File: src/rtl/collision_ctrl_pkg.sv
// Shared constants, state encoding and helpers for the frogger collision/game-state block.
package collision_ctrl_pkg;

   localparam int CAR_W      = 32;
   localparam int CAR_H      = 32;
   localparam int FROG_W     = 32;
   localparam int FROG_H     = 32;
   localparam int LANE_Y1    = 320;
   localparam int LANE_Y2    = 256;
   localparam int LANE_Y3    = 192;
   localparam int LANE_Y4    = 128;
   localparam int GOAL_Y     = 32;
   localparam int LIVES_INIT = 3;
   localparam int HIT_FRAMES = 60;
   localparam int CNT_W      = 8;

   typedef enum logic [1:0] {
      ST_PLAY = 2'd0,
      ST_HIT  = 2'd1,
      ST_OVER = 2'd2
   } state_e;

   function automatic logic [7:0] sat_inc8(input logic [7:0] v);
      return (v == 8'hFF) ? v : v + 8'd1;
   endfunction

endpackage

File: src/rtl/collision_ctrl_car_overlap.sv
// Combinational bounding-box overlap between the frog and one car; x wraps modulo 1024.
module car_overlap #(
   parameter int CAR_W  = collision_ctrl_pkg::CAR_W,
   parameter int CAR_H  = collision_ctrl_pkg::CAR_H,
   parameter int FROG_W = collision_ctrl_pkg::FROG_W,
   parameter int FROG_H = collision_ctrl_pkg::FROG_H
) (
   input  logic [9:0] car_x,
   input  logic [9:0] lane_y,
   input  logic [9:0] frog_x,
   input  logic [9:0] frog_y,
   output logic       hit_i
);

   localparam logic [9:0]  CAR_W_L  = 10'(CAR_W);
   localparam logic [9:0]  FROG_W_L = 10'(FROG_W);
   localparam logic [10:0] CAR_H_L  = 11'(CAR_H);
   localparam logic [10:0] FROG_H_L = 11'(FROG_H);

   logic [9:0]  dx_fc;
   logic [9:0]  dx_cf;
   logic [10:0] frog_y_w;
   logic [10:0] lane_y_w;
   logic        hx;
   logic        vy;

   // 10-bit subtraction wraps naturally, so a car straddling x=1023/0 still measures correctly.
   always_comb begin
      dx_fc    = frog_x - car_x;
      dx_cf    = car_x - frog_x;
      frog_y_w = {1'b0, frog_y};
      lane_y_w = {1'b0, lane_y};
      hx       = (dx_fc < CAR_W_L) || (dx_cf < FROG_W_L);
      vy       = (frog_y_w < lane_y_w + CAR_H_L) && (lane_y_w < frog_y_w + FROG_H_L);
      hit_i    = hx && vy;
   end

endmodule

File: src/rtl/collision_ctrl.sv
// Per-frame hit/goal decision plus lives, score and PLAY/HIT/OVER game state.
module collision_ctrl #(
   parameter int CAR_W      = collision_ctrl_pkg::CAR_W,
   parameter int CAR_H      = collision_ctrl_pkg::CAR_H,
   parameter int FROG_W     = collision_ctrl_pkg::FROG_W,
   parameter int FROG_H     = collision_ctrl_pkg::FROG_H,
   parameter int LANE_Y1    = collision_ctrl_pkg::LANE_Y1,
   parameter int LANE_Y2    = collision_ctrl_pkg::LANE_Y2,
   parameter int LANE_Y3    = collision_ctrl_pkg::LANE_Y3,
   parameter int LANE_Y4    = collision_ctrl_pkg::LANE_Y4,
   parameter int GOAL_Y     = collision_ctrl_pkg::GOAL_Y,
   parameter int LIVES_INIT = collision_ctrl_pkg::LIVES_INIT,
   parameter int HIT_FRAMES = collision_ctrl_pkg::HIT_FRAMES
) (
   input  logic       CLK,
   input  logic       RST_N,
   input  logic       frame_tick,
   input  logic [9:0] car_x1,
   input  logic [9:0] car_x2,
   input  logic [9:0] car_x3,
   input  logic [9:0] car_x4,
   input  logic [9:0] frog_x,
   input  logic [9:0] frog_y,
   input  logic       restart,
   output logic       respawn,
   output logic       hit_flash,
   output logic [1:0] lives,
   output logic [7:0] score,
   output logic       game_over,
   output logic [1:0] state_dbg
);

   import collision_ctrl_pkg::*;

   localparam logic [1:0]       LIVES_RST = 2'(LIVES_INIT);
   localparam logic [CNT_W-1:0] HIT_LAST  = CNT_W'(HIT_FRAMES - 1);

   state_e           state_q, state_d;
   logic [1:0]       lives_q, lives_d;
   logic [7:0]       score_q, score_d;
   logic [CNT_W-1:0] cnt_q, cnt_d;
   logic             respawn_q, respawn_d;
   logic [3:0]       hit_v;
   logic             hit;
   logic             goal;

   car_overlap #(.CAR_W(CAR_W), .CAR_H(CAR_H), .FROG_W(FROG_W), .FROG_H(FROG_H)) u_car1 (
      .car_x(car_x1), .lane_y(10'(LANE_Y1)), .frog_x(frog_x), .frog_y(frog_y), .hit_i(hit_v[0]));
   car_overlap #(.CAR_W(CAR_W), .CAR_H(CAR_H), .FROG_W(FROG_W), .FROG_H(FROG_H)) u_car2 (
      .car_x(car_x2), .lane_y(10'(LANE_Y2)), .frog_x(frog_x), .frog_y(frog_y), .hit_i(hit_v[1]));
   car_overlap #(.CAR_W(CAR_W), .CAR_H(CAR_H), .FROG_W(FROG_W), .FROG_H(FROG_H)) u_car3 (
      .car_x(car_x3), .lane_y(10'(LANE_Y3)), .frog_x(frog_x), .frog_y(frog_y), .hit_i(hit_v[2]));
   car_overlap #(.CAR_W(CAR_W), .CAR_H(CAR_H), .FROG_W(FROG_W), .FROG_H(FROG_H)) u_car4 (
      .car_x(car_x4), .lane_y(10'(LANE_Y4)), .frog_x(frog_x), .frog_y(frog_y), .hit_i(hit_v[3]));

   always_comb begin
      hit  = |hit_v;
      goal = (frog_y <= 10'(GOAL_Y));
   end

   // Everything advances only on frame_tick; hit has priority over goal in PLAY.
   always_comb begin
      state_d   = state_q;
      lives_d   = lives_q;
      score_d   = score_q;
      cnt_d     = cnt_q;
      respawn_d = 1'b0;
      if (frame_tick) begin
         case (state_q)
            ST_PLAY: begin
               if (hit) begin
                  if (lives_q > 2'd1) begin
                     lives_d = lives_q - 2'd1;
                     state_d = ST_HIT;
                     cnt_d   = '0;
                  end else begin
                     lives_d = 2'd0;
                     state_d = ST_OVER;
                  end
               end else if (goal) begin
                  score_d   = sat_inc8(score_q);
                  respawn_d = 1'b1;
               end
            end
            ST_HIT: begin
               if (cnt_q == HIT_LAST) begin
                  respawn_d = 1'b1;
                  state_d   = ST_PLAY;
               end else begin
                  cnt_d = cnt_q + 1'b1;
               end
            end
            ST_OVER: begin
               if (restart) begin
                  lives_d   = LIVES_RST;
                  score_d   = 8'd0;
                  respawn_d = 1'b1;
                  state_d   = ST_PLAY;
               end
            end
            default: state_d = ST_PLAY;
         endcase
      end
   end

   always_ff @(posedge CLK or negedge RST_N) begin
      if (!RST_N) begin
         state_q   <= ST_PLAY;
         lives_q   <= LIVES_RST;
         score_q   <= 8'd0;
         cnt_q     <= '0;
         respawn_q <= 1'b0;
      end else begin
         state_q   <= state_d;
         lives_q   <= lives_d;
         score_q   <= score_d;
         cnt_q     <= cnt_d;
         respawn_q <= respawn_d;
      end
   end

   always_comb begin
      respawn   = respawn_q;
      hit_flash = (state_q == ST_HIT);
      game_over = (state_q == ST_OVER);
      lives     = lives_q;
      score     = score_q;
      state_dbg = state_q;
   end

endmodule

File: config.mk
export PLATFORM = sky130hd
export DESIGN_NAME = collision_ctrl
export DESIGN_NICKNAME = d
export VERILOG_FILES = /design/src/rtl/collision_ctrl_pkg.sv /design/src/rtl/collision_ctrl_car_overlap.sv /design/src/rtl/collision_ctrl.sv
export SDC_FILE = /design/constraint.sdc
export NUM_CORES = 1
export LEC_CHECK = 0
export BUFFER_PORTS_ARGS = -buffer_cell sky130_fd_sc_hd__buf_2
export CAP_MARGIN = 0
export CORE_AREA = 2 2 117 119
export CTS_CLUSTER_SIZE = 8
export DETAILED_ROUTE_END_ITERATION = 8
export DIE_AREA = 0 0 119 121
export GPL_TIMING_DRIVEN = 0
export HOLD_SLACK_MARGIN = 0.03
export PLACE_DENSITY = 0.69
export RECOVER_POWER = 25
export SLEW_MARGIN = 40
export SYNTH_ARGS = -nofsm -noshare
export SYNTH_HDL_FRONTEND = slang
export SYNTH_HIERARCHICAL = 1
export SYNTH_SLANG_ARGS = --single-unit
File: constraint.sdc
create_clock -name CLK -period 2.4 [get_ports CLK]
set_clock_uncertainty 0.2 [all_clocks]
set_input_delay 0.24 -clock CLK [delete_from_list [all_inputs] [get_ports CLK]]
set_output_delay 0.24 -clock CLK [all_outputs]
set_load 0.005 [all_outputs]
==> results.sh <==
export IMPL_syn_avg_cell_area_sq_um=7.44
export IMPL_finalWorstSetupSlack_ns=-0.905
export IMPL_area_growth_pct=32.9
export IMPL_worstMarginPinSlew_ns=1.15
export IMPL_leakage_nw=4.12
export IMPL_grt_util_all_layers=0.230
export IMPL_min_period_ns=3.31
export IMPL_synth_warnings=6
export IMPL_critPathArrivalTime_ns=3.28
export IMPL_hold_path_class="in -> reg"
export IMPL_regToRegSetupSlack_ns=0.16
export IMPL_routed_wirelength_mm=16.7
export IMPL_max_vdd_ir_drop_mv=0.319
export IMPL_numCtsBuffers=3
export IMPL_dp_cells=1232
export IMPL_worst_setup_path_type="in -> reg"
export IMPL_vias=6722
export IMPL_cap_viol_max_count=0
export IMPL_worstPathRequired_ns=2.38
export IMPL_place_ws_ns=-1.81
export IMPL_syn_inst=863
export IMPL_synth_distinct_cells=69
export IMPL_vias_per_cell=5.36
export IMPL_clkPwrFrac=0.125
export IMPL_slew_viol_final=0
export IMPL_critPathMaxFanout=8
export IMPL_antenna_found_initial=1
export IMPL_period_share=1.38
export IMPL_layout_drive_gt1_share=0.225
export IMPL_nNetsFinal=1284
export IMPL_grt_pass1_vias=6472
export IMPL_setup_violations=21
export IMPL_root_buffer="clkbuf_16"
export IMPL_violations="negative setup slack"
export IMPL_status="complete, but fails checks"
export IMPL_rows=42
export IMPL_fp_dieW_microns=119
export IMPL_start_kind="primary input"
export IMPL_slew_headroom=0.236
export IMPL_endpoint_kind="flip-flop"
export IMPL_place_congestion=0.948
export IMPL_ctsLongestPathBuffers=2
export IMPL_cts_max_level=1
export IMPL_gr_total_overflow=0
export IMPL_rsz0062_at_grt="yes"
export IMPL_clkLatencyLatePin_ns=0.25
export IMPL_combPwrFrac=0.681
export IMPL_wl_per_cell_microns=13.3
export IMPL_p_int_w=0.00154
export IMPL_dpl_hpwl_mm=12.7
export IMPL_instances_no_fill=1254
export IMPL_drc=0
export IMPL_start_util=0.491
export IMPL_pwr_density_cell_nw_per_um2=330
export IMPL_synth_edf_count=0
export IMPL_max_clock_freq_mhz=303
export IMPL_grt_pass1_wl_mm=28.2
export IMPL_synth_flop_cell="dfrtp_1"
export IMPL_final_util=0.652
export IMPL_cts_sinks=21
export IMPL_cts_clk_slew_worst_paths_ns=0.06
export IMPL_yosysSeqAreaShare=0.0823
export IMPL_switchingPower_w=0.00127
export IMPL_pwr_share_seq=0.194
export IMPL_drt_initial_drc_count=312
export IMPL_dieHeight_microns=121
export IMPL_async_flop_share=1.00
export IMPL_numPortBuffers=78
export IMPL_netlist_area_sq_um=6420
export IMPL_hold_violations=0
export IMPL_core_area_sq_um=13100
export IMPL_p_sw_frac=0.451
export IMPL_drtAntennaViolNets=0
export IMPL_cts_tree="yes"
export IMPL_tns_ns=-14.33
export IMPL_dr_pass1_iters=5
export IMPL_synth_seq_cells=21
export IMPL_fin_hold_ws_ns=0.0671
export IMPL_grt_max_degree=22
export IMPL_num_io_pins=79
export IMPL_die_area_sq_um=14400
export IMPL_fill_cells=1173
==> stage by stage <==
stage | instance area (sq um) | total power (W)
floorplan | 7030 | 0.00168
global placement | 7640 | 0.00212
detailed placement | 7640 | 0.00213
CTS | 8300 | 0.00270
global route | 8530 | 0.00307
finish | 8530 | 0.00281
==> cell type report <==
cell class	count	area (sq um)	share of cell area
inverters	115	457	0.0535
well taps	176	220	0.0258
flip-flops and latches	21	528	0.0619
plain buffers	11	68.8	0.00807
multi-input cells	821	6470	0.758
clock buffers	4	78.8	0.00924
repair buffers	105	708	0.0830
diodes	1	2.50	0.000293
==> state kept, by name (all words and copies together) (netlist names) <==
register,flops
state_dbg,2
score,8
respawn,1
lives,2
cnt_q,8
==> power by group through the flow <==
stage | logic, W | clock network, W | registers [W]
finish | 0.00192 | 0.000352 | 0.000545
global route | 0.00214 | 0.000373 | 0.000558
CTS | 0.00181 | 0.000358 | 0.000532
detailed placement | 0.00160 | 0 | 0.000533
global placement | 0.00158 | 0 | 0.000534
floorplan | 0.00117 | 0 | 0.000514
==> cell usage after synthesis, types with 11 or more instances <==
cell / instances / area share
a21o_1: 27 / 0.032
a21oi_1: 50 / 0.039
a31oi_1: 12 / 0.012
clkbuf_1: 11 / 0.0064
dfrtp_1: 19 / 0.074
ha_1: 142 / 0.28
inv_1: 115 / 0.067
nand2_1: 49 / 0.029
nand2b_1: 16 / 0.016
nand3_1: 56 / 0.044
nand4_1: 15 / 0.015
nor2_1: 50 / 0.029
nor2b_1: 15 / 0.015
nor3_1: 18 / 0.014
o21a_1: 17 / 0.020
o21ai_0: 35 / 0.027
xnor2_1: 19 / 0.026
xor2_1: 25 / 0.034
==> final timing paths <==
check,startpoint,endpoint,cells past startpoint
max,frog_x[6],score[3]$_DFFE_PN0P_,18
max in group asynchronous,RST_N,cnt_q[6]$_DFFE_PN0P_,2
max reg2reg,score[3]$_DFFE_PN0P_,score[6]$_DFFE_PN0P_,5
min,frame_tick,state_dbg[1]$_DFFE_PN0P_,2
min reg2reg,lives[1]$_DFFE_PN1P_,lives[1]$_DFFE_PN1P_,2
min in group asynchronous,RST_N,state_dbg[1]$_DFFE_PN0P_,2
==> critical path, cell delays in order <==
cell and delay, ns:
buf_6 0.13, inv_1 0.06, ha_1 0.34, o21ai_2 0.09
nor2_2 0.07, or3_1 0.34, a221oi_2 0.30, xor2_1 0.12
o2111ai_1 0.11, a21oi_2 0.13, nor4_4 0.27, nand2_1 0.13
buf_6 0.14, buf_6 0.11, nor4_4 0.33, buf_4 0.19
a21oi_2 0.05, a31oi_1 0.14
==> layer usage <==
metal  vias up  share of wire  global-route usage
met3        31          0.042              0.0296
li1       3441              -                   -
met5         -        0.00078                   0
met1      3106           0.43               0.270
met4         2          0.020              0.0476
met2       142           0.51               0.443
==> logic make-up after synthesis <==
logic type | synth area share
compound gates | 0.262
xor+xnor | 0.0600
fa+ha+maj | 0.277
buf+inv | 0.0854
flops | 0.0823
mux | 0.0156
other cells | 0.00117
simple gates | 0.217
==> repair_timing <==
item                                    4_1_cts  5_1_grt
endpoints found under the hold margin        19        0
endpoints found under the setup margin       21       21
buffers inserted                             23        3
pin swaps                                    39       28
hold buffers                                  1        0
resized for setup                           110       48
==> layout by cell type, fill, tap and decap left out, drive strengths merged, types with 4 or more instances in the layout <==
| cell type | synthesis | routed |
|---|---|---|
| ha | 142 | 142 |
| conb | 2 | 117 |
| inv | 115 | 115 |
| buf | 10 | 109 |
| nand3 | 56 | 56 |
| nor2 | 50 | 50 |
| a21oi | 50 | 50 |
| nand2 | 49 | 49 |
| o21ai | 39 | 39 |
| a21o | 27 | 27 |
| xor2 | 25 | 25 |
| xnor2 | 19 | 19 |
| dfrtp | 19 | 19 |
| nor3 | 18 | 18 |
| o21a | 17 | 17 |
| nand2b | 17 | 17 |
| nor2b | 15 | 15 |
| nand4 | 15 | 15 |
| a211oi | 13 | 13 |
| a31oi | 12 | 12 |
| o211ai | 10 | 10 |
| mux2i | 10 | 10 |
| o2111ai | 10 | 10 |
| clkbuf | 11 | 10 |
| o22ai | 8 | 8 |
| and3 | 8 | 8 |
| or2 | 8 | 8 |
| a211o | 7 | 7 |
| a2111oi | 7 | 7 |
| or3 | 6 | 6 |
| a221oi | 6 | 6 |
| or4 | 5 | 5 |
| o31ai | 5 | 5 |
| and3b | 4 | 4 |
| nand3b | 4 | 4 |
| nor4 | 4 | 4 |
(Power assumes the default switching activity.)
